==> config.mk <==
export PLATFORM = sky130hd
export DESIGN_NAME = ctrl_pipe
export DESIGN_NICKNAME = d
export VERILOG_FILES = /design/src/rtl/ctrl_pkg.sv /design/src/rtl/ctrl_rom.sv /design/src/rtl/ctrl_pipe.sv
export SDC_FILE = /design/constraint.sdc
export NUM_CORES = 1
export LEC_CHECK = 0
export BUFFER_PORTS_ARGS = -buffer_cell sky130_fd_sc_hd__buf_2
export CELL_PAD_IN_SITES_DETAIL_PLACEMENT = 0
export CELL_PAD_IN_SITES_GLOBAL_PLACEMENT = 1
export CORE_UTILIZATION = 36
export DETAILED_ROUTE_END_ITERATION = 10
export GPL_TIMING_DRIVEN = 0
export HOLD_SLACK_MARGIN = 0.1
export PLACE_DENSITY_LB_ADDON = 0.1
export SLEW_MARGIN = 40
export SYNTH_ARGS = -nofsm -noshare
export SYNTH_HDL_FRONTEND = slang
export SYNTH_HIERARCHICAL = 1
export SYNTH_SLANG_ARGS = --single-unit
==> constraint.sdc <==
create_clock -name clk -period 2.1 [get_ports clk]
set_input_delay 0.63 -clock clk [delete_from_list [all_inputs] [get_ports clk]]
set_output_delay 0.63 -clock clk [all_outputs]
set_load 0.02 [all_outputs]
==> src/rtl/ctrl_pkg.sv <==
// Shared RV32I main-control definitions: opcodes, control-word layout and field encodings.
package ctrl_pkg;

    localparam logic [6:0] OP_R      = 7'b0110011;
    localparam logic [6:0] OP_I      = 7'b0010011;
    localparam logic [6:0] OP_LOAD   = 7'b0000011;
    localparam logic [6:0] OP_STORE  = 7'b0100011;
    localparam logic [6:0] OP_BRANCH = 7'b1100011;
    localparam logic [6:0] OP_JAL    = 7'b1101111;
    localparam logic [6:0] OP_LUI    = 7'b0110111;

    typedef enum logic [1:0] {
        ALU_ADD   = 2'b00,
        ALU_SUB   = 2'b01,
        ALU_FUNCT = 2'b10,
        ALU_PASSB = 2'b11
    } aluop_t;

    typedef enum logic [1:0] {
        RES_ALU = 2'b00,
        RES_MEM = 2'b01,
        RES_PC4 = 2'b10
    } resultsrc_t;

    // Field order fixes the 11-bit packing, MSB first.
    typedef struct packed {
        logic       regwrite;
        logic [1:0] immsrc;
        logic       alusrc;
        logic       memwrite;
        resultsrc_t resultsrc;
        logic       branch;
        aluop_t     aluop;
        logic       jump;
    } ctrl_word_t;

endpackage

==> src/rtl/ctrl_rom.sv <==
// Combinational opcode decoder: produces the control word and an illegal-opcode flag.
module ctrl_rom
    import ctrl_pkg::*;
#(
    parameter int OPW      = 7,
    parameter int ENABLE_U = 0
) (
    input  logic [OPW-1:0] op,
    output ctrl_word_t     word,
    output logic           illegal
);

    // Unlisted fields keep the all-zero default, so illegal opcodes decode to a harmless word.
    always_comb begin
        word    = '0;
        illegal = 1'b0;
        case (op)
            OP_R: begin
                word.regwrite = 1'b1;
                word.aluop    = ALU_FUNCT;
            end
            OP_I: begin
                word.regwrite = 1'b1;
                word.alusrc   = 1'b1;
                word.aluop    = ALU_FUNCT;
            end
            OP_LOAD: begin
                word.regwrite  = 1'b1;
                word.alusrc    = 1'b1;
                word.resultsrc = RES_MEM;
                word.aluop     = ALU_ADD;
            end
            OP_STORE: begin
                word.immsrc   = 2'b01;
                word.alusrc   = 1'b1;
                word.memwrite = 1'b1;
                word.aluop    = ALU_ADD;
            end
            OP_BRANCH: begin
                word.immsrc = 2'b10;
                word.branch = 1'b1;
                word.aluop  = ALU_SUB;
            end
            OP_JAL: begin
                word.regwrite  = 1'b1;
                word.immsrc    = 2'b11;
                word.resultsrc = RES_PC4;
                word.jump      = 1'b1;
            end
            OP_LUI: begin
                if (ENABLE_U != 0) begin
                    word.regwrite = 1'b1;
                    word.alusrc   = 1'b1;
                    word.aluop    = ALU_PASSB;
                end else begin
                    illegal = 1'b1;
                end
            end
            default: illegal = 1'b1;
        endcase
    end

endmodule

==> src/rtl/ctrl_pipe.sv <==
// Registered main control: decodes in ID, then carries the control word through ID/EX,
// EX/MEM and MEM/WB, and keeps a saturating count of illegal opcodes reaching EX.
module ctrl_pipe
    import ctrl_pkg::*;
#(
    parameter int OPW      = 7,
    parameter int CNT_W    = 16,
    parameter int ENABLE_U = 0
) (
    input  logic             clk,
    input  logic             reset,
    input  logic             instr_valid_i,
    input  logic [OPW-1:0]   op_i,
    input  logic             flush_e_i,
    output logic             ex_alusrc_o,
    output logic [1:0]       ex_aluop_o,
    output logic [1:0]       ex_immsrc_o,
    output logic             ex_branch_o,
    output logic             ex_jump_o,
    output logic             ex_illegal_o,
    output logic             mem_memwrite_o,
    output logic             wb_regwrite_o,
    output logic [1:0]       wb_resultsrc_o,
    output logic [CNT_W-1:0] illegal_cnt_o
);

    ctrl_word_t       dec_word;
    logic             dec_illegal;

    ctrl_word_t       idex_q;
    logic             idex_ill_q;
    logic             mem_memwrite_q;
    logic             mem_regwrite_q;
    resultsrc_t       mem_resultsrc_q;
    logic             wb_regwrite_q;
    resultsrc_t       wb_resultsrc_q;
    logic [CNT_W-1:0] cnt_q;

    ctrl_rom #(
        .OPW      (OPW),
        .ENABLE_U (ENABLE_U)
    ) u_rom (
        .op      (op_i),
        .word    (dec_word),
        .illegal (dec_illegal)
    );

    // Flush outranks everything but reset, so a flushed illegal op is neither flagged nor counted.
    always_ff @(posedge clk or posedge reset) begin
        if (reset) begin
            idex_q     <= '0;
            idex_ill_q <= 1'b0;
        end else if (flush_e_i || !instr_valid_i) begin
            idex_q     <= '0;
            idex_ill_q <= 1'b0;
        end else begin
            idex_q     <= dec_word;
            idex_ill_q <= dec_illegal;
        end
    end

    always_ff @(posedge clk or posedge reset) begin
        if (reset) begin
            mem_memwrite_q  <= 1'b0;
            mem_regwrite_q  <= 1'b0;
            mem_resultsrc_q <= RES_ALU;
            wb_regwrite_q   <= 1'b0;
            wb_resultsrc_q  <= RES_ALU;
        end else begin
            mem_memwrite_q  <= idex_q.memwrite;
            mem_regwrite_q  <= idex_q.regwrite;
            mem_resultsrc_q <= idex_q.resultsrc;
            wb_regwrite_q   <= mem_regwrite_q;
            wb_resultsrc_q  <= mem_resultsrc_q;
        end
    end

    always_ff @(posedge clk or posedge reset) begin
        if (reset) begin
            cnt_q <= '0;
        end else if (idex_ill_q && (cnt_q != '1)) begin
            cnt_q <= cnt_q + CNT_W'(1);
        end
    end

    assign ex_alusrc_o    = idex_q.alusrc;
    assign ex_aluop_o     = idex_q.aluop;
    assign ex_immsrc_o    = idex_q.immsrc;
    assign ex_branch_o    = idex_q.branch;
    assign ex_jump_o      = idex_q.jump;
    assign ex_illegal_o   = idex_ill_q;
    assign mem_memwrite_o = mem_memwrite_q;
    assign wb_regwrite_o  = wb_regwrite_q;
    assign wb_resultsrc_o = wb_resultsrc_q;
    assign illegal_cnt_o  = cnt_q;

endmodule

==> out/metrics.csv <==
metric;value;unit
register_area;877;um2
design.final.nets;199;
sequential_element_share_of_the_synthesized_area;55.4;%
worstPathMaxFanout;6;
postSynthRegisterBits;35;
grt_pass1_wl;4820;um
slew_headroom;60.6;%
die-height;68.3;um
wirelength;2970;um
layout.filler_cells;392;
layout_worst_path_cycle_share;92.6;%
area_of_combinational_cells_with_multiple_inputs;633;um2
placed_cells;230;
remaining_drc_errors;0;
critical_path.endpoint_type;flip-flop;
layout_commonest_cell;sky130_fd_sc_hd__buf_2;
total_routing_usage_gr;14.6;%
drv.max_cap_violation_count;0;
holdCritStartpoint;idex_q[6];
fin_util;48.0;%
result_of_the_run;complete, no violations;
n_antenna_cell;0;
power.share.switching;27.8;%
yosysWarningCount;6;
synth_cells;142;
netlist_area;1580;um2
min-delay-path-class;flip-flop to flip-flop;
worst_r2r_startpoint;illegal_cnt_o[1];
finalNonFillerCells;238;
cts_buffer_depth;2;
grt_setup_unrepaired;false;
timing.critical_path.arrival;2120;ps
rows;23;
clk_root_buffer_cell;sky130_fd_sc_hd__clkbuf_8;
worst_slew_pin_slew;591;ps
syn-num-nets;154;
finalWorstPathRequiredPeriod;1940;ps
pin_count_of_the_biggest_net_entering_global_routing;36;
hold_violations;0;
dieArea;4660;um2
port-buffer-count;38;
power.combinational.fraction;16.3;%
syn_to_final_growth;24.9;%
static-leakage-power;0.995;nW
floorplan.initialDensity;38.4;%
final-setup-viol-count;0;
cell_internal_pwr;1.33;mW
power.ir.vdd_worst;0.490;mV
drive_above_1_share;37.8;%
number_of_cells_on_the_worst_reg_to_reg_path;6;
synth.avg_cell_area;11.1;um2
power.density;931;nW/um2
clock_tree.htree_level_count;2;
maxClockFrequency;514;MHz
drt-initial-drc-count;93;
maxSlewViolCount;0;
vias_per_cell;4.84;
wl_per_cell;12.5;um
cts_inserted_buffers;5;
register_share_of_total_power;44.4;%
grt_pass1_vias;1036;
synth-async-reset-ratio;100;%
timing.critical_path.to;illegal_cnt_o[1];
kind_of_launch_point_of_the_worst_setup_path;flip-flop;
worst_hold_slack;352;ps
grt_antenna_before_repair;0;
clock-sinks;35;
critical_path_class;flip-flop to flip-flop;
cts_tree;built;
globalplace.congestion;0.766;
clock_insertion_delay_worst_skew;290;ps
postCtsHoldBufs;0;
dr_total_vias;1152;
dieWidth;68.3;um
globalRouteOverflowTotal;0;
synth_flop_cell;sky130_fd_sc_hd__dfrtp_1;
synth_enable_flop_cells;0;
post-dp-hpwl;2140;um
power.switching;0.512;mW
ys_types;36;
timing.reg2reg.setup_slack;160;ps
critPathLaunch;illegal_cnt_o[1];
clkSlewWorstSetupHoldPaths;70;ps
share_clk_of_total_power;39.3;%
min_delay_path_depth;0;
worstReg2RegEnd;illegal_cnt_o[1];
ant_nets;0;
critical_path_required;2280;ps
fin_total_pwr;1.84;mW
core_region_area;4120;um2
worst_clock_skew;6.74;ps
drt_first_pass_iters;3;
highest_count_cells_in_the_layout_ignoring_fill_and_taps;sky130_fd_sc_hd__buf_2, sky130_fd_sc_hd__dfrtp_1, sky130_fd_sc_hd__nor2_1, sky130_fd_sc_hd__and2_1, sky130_fd_sc_hd__nand2_1;
floorplan.io_pins;39;
## flip-flops by register name, indices dropped and copies added (netlist names)
name and flops:
ex_aluop_o 2, ex_alusrc_o 1, ex_branch_o 1, ex_illegal_o 1, ex_immsrc_o 2, ex_jump_o 1
idex_q 4, illegal_cnt_o 16, mem_memwrite_o 1, mem_regwrite_q 1, mem_resultsrc_q 2, wb_regwrite_o 1
wb_resultsrc_o 2
## per-stage QoR
stage / worst slack, ps / setup TNS (ps) / instance area [um2]
final: 156 / 0 / 1980
after global routing: 61.7 / 0 / 1980
after CTS: 12.7 / 0 / 1970
after detailed placement: -0.734 / -0.734 / 1840
after global placement: 30.1 / 0 / 1840
after floorplan: 1.57 / 0 / 1580
## synth_stat cells (all sizes together) (4+ instances only)
master | number | area, um2
a211oi | 4 | 30.0
a21oi | 7 | 38.8
and2 | 12 | 75.1
buf | 7 | 56.3
dfrtp | 35 | 876
inv | 4 | 15.0
nand2 | 9 | 33.8
nand3 | 8 | 45.0
nand4 | 5 | 31.3
nor2 | 14 | 52.6
nor2b | 4 | 25.0
xnor2 | 4 | 35.0
xor2 | 4 | 35.0
## power groups by stage
stage | registers (mW) | logic (mW) | clock network (mW)
3_3_place_gp | 0.824 | 0.296 | 0
3_5_place_dp | 0.827 | 0.301 | 0
5_1_grt | 0.826 | 0.334 | 0.779
2_1_floorplan | 0.886 | 0.129 | 0
4_1_cts | 0.814 | 0.307 | 0.743
6_report | 0.815 | 0.300 | 0.723
## repair_timing
item / in CTS / in global routing
pin swaps: 0 / 1
resized for setup: 1 / 0
buffers inserted: 0 / 0
setup endpoints to repair: 1 / 1
## cells by family after synthesis
family,count (synthesis),synth area share (%)
AND/OR/NAND/NOR,65,23.2
flip-flops,35,55.4
AO/OA/AOI/OAI,18,9.10
buffers and inverters,12,4.75
XOR/XNOR,8,4.43
multiplexers,3,2.37
adder cells (fa/ha/maj),1,0.791
## final cells by class
type / count / area share, %
plain buffers: 8 / 3.04
clock buffers: 5 / 3.48
clock inverters: 3 / 3.42
inverters: 4 / 0.823
multi-input cells: 95 / 32.0
flip-flops and latches: 35 / 44.4
well taps: 50 / 3.17
repair buffers: 38 / 9.63
## per-layer routing
layer / up-vias / part of all wire [%] / GRT usage, % / routed length (um)
li1: 584 / - / - / -
met4: 0 / 1.9 / 7.03 / 57
met3: 5 / 4.5 / 5.50 / 134
met1: 534 / 49 / 19.0 / 1460
met2: 29 / 44 / 21.1 / 1320
met5: - / 0 / 0 / 0
## worst max-delay path: stages (launching register included)
cell,delay (ps)
sky130_fd_sc_hd__dfrtp_1,390
sky130_fd_sc_hd__ha_2,230
sky130_fd_sc_hd__nand2_1,70
sky130_fd_sc_hd__or3_1,370
sky130_fd_sc_hd__buf_6,150
sky130_fd_sc_hd__o41ai_4,290
sky130_fd_sc_hd__mux2_4,330
## worst min path at each step
stage,end
finish,mem_memwrite_o
global route,wb_resultsrc_o[1]
CTS,mem_resultsrc_q[1]
detailed placement,mem_resultsrc_q[1]
global placement,wb_resultsrc_o[0]
floorplan,mem_memwrite_o
Note: power is estimated with default switching activity, not from simulation.
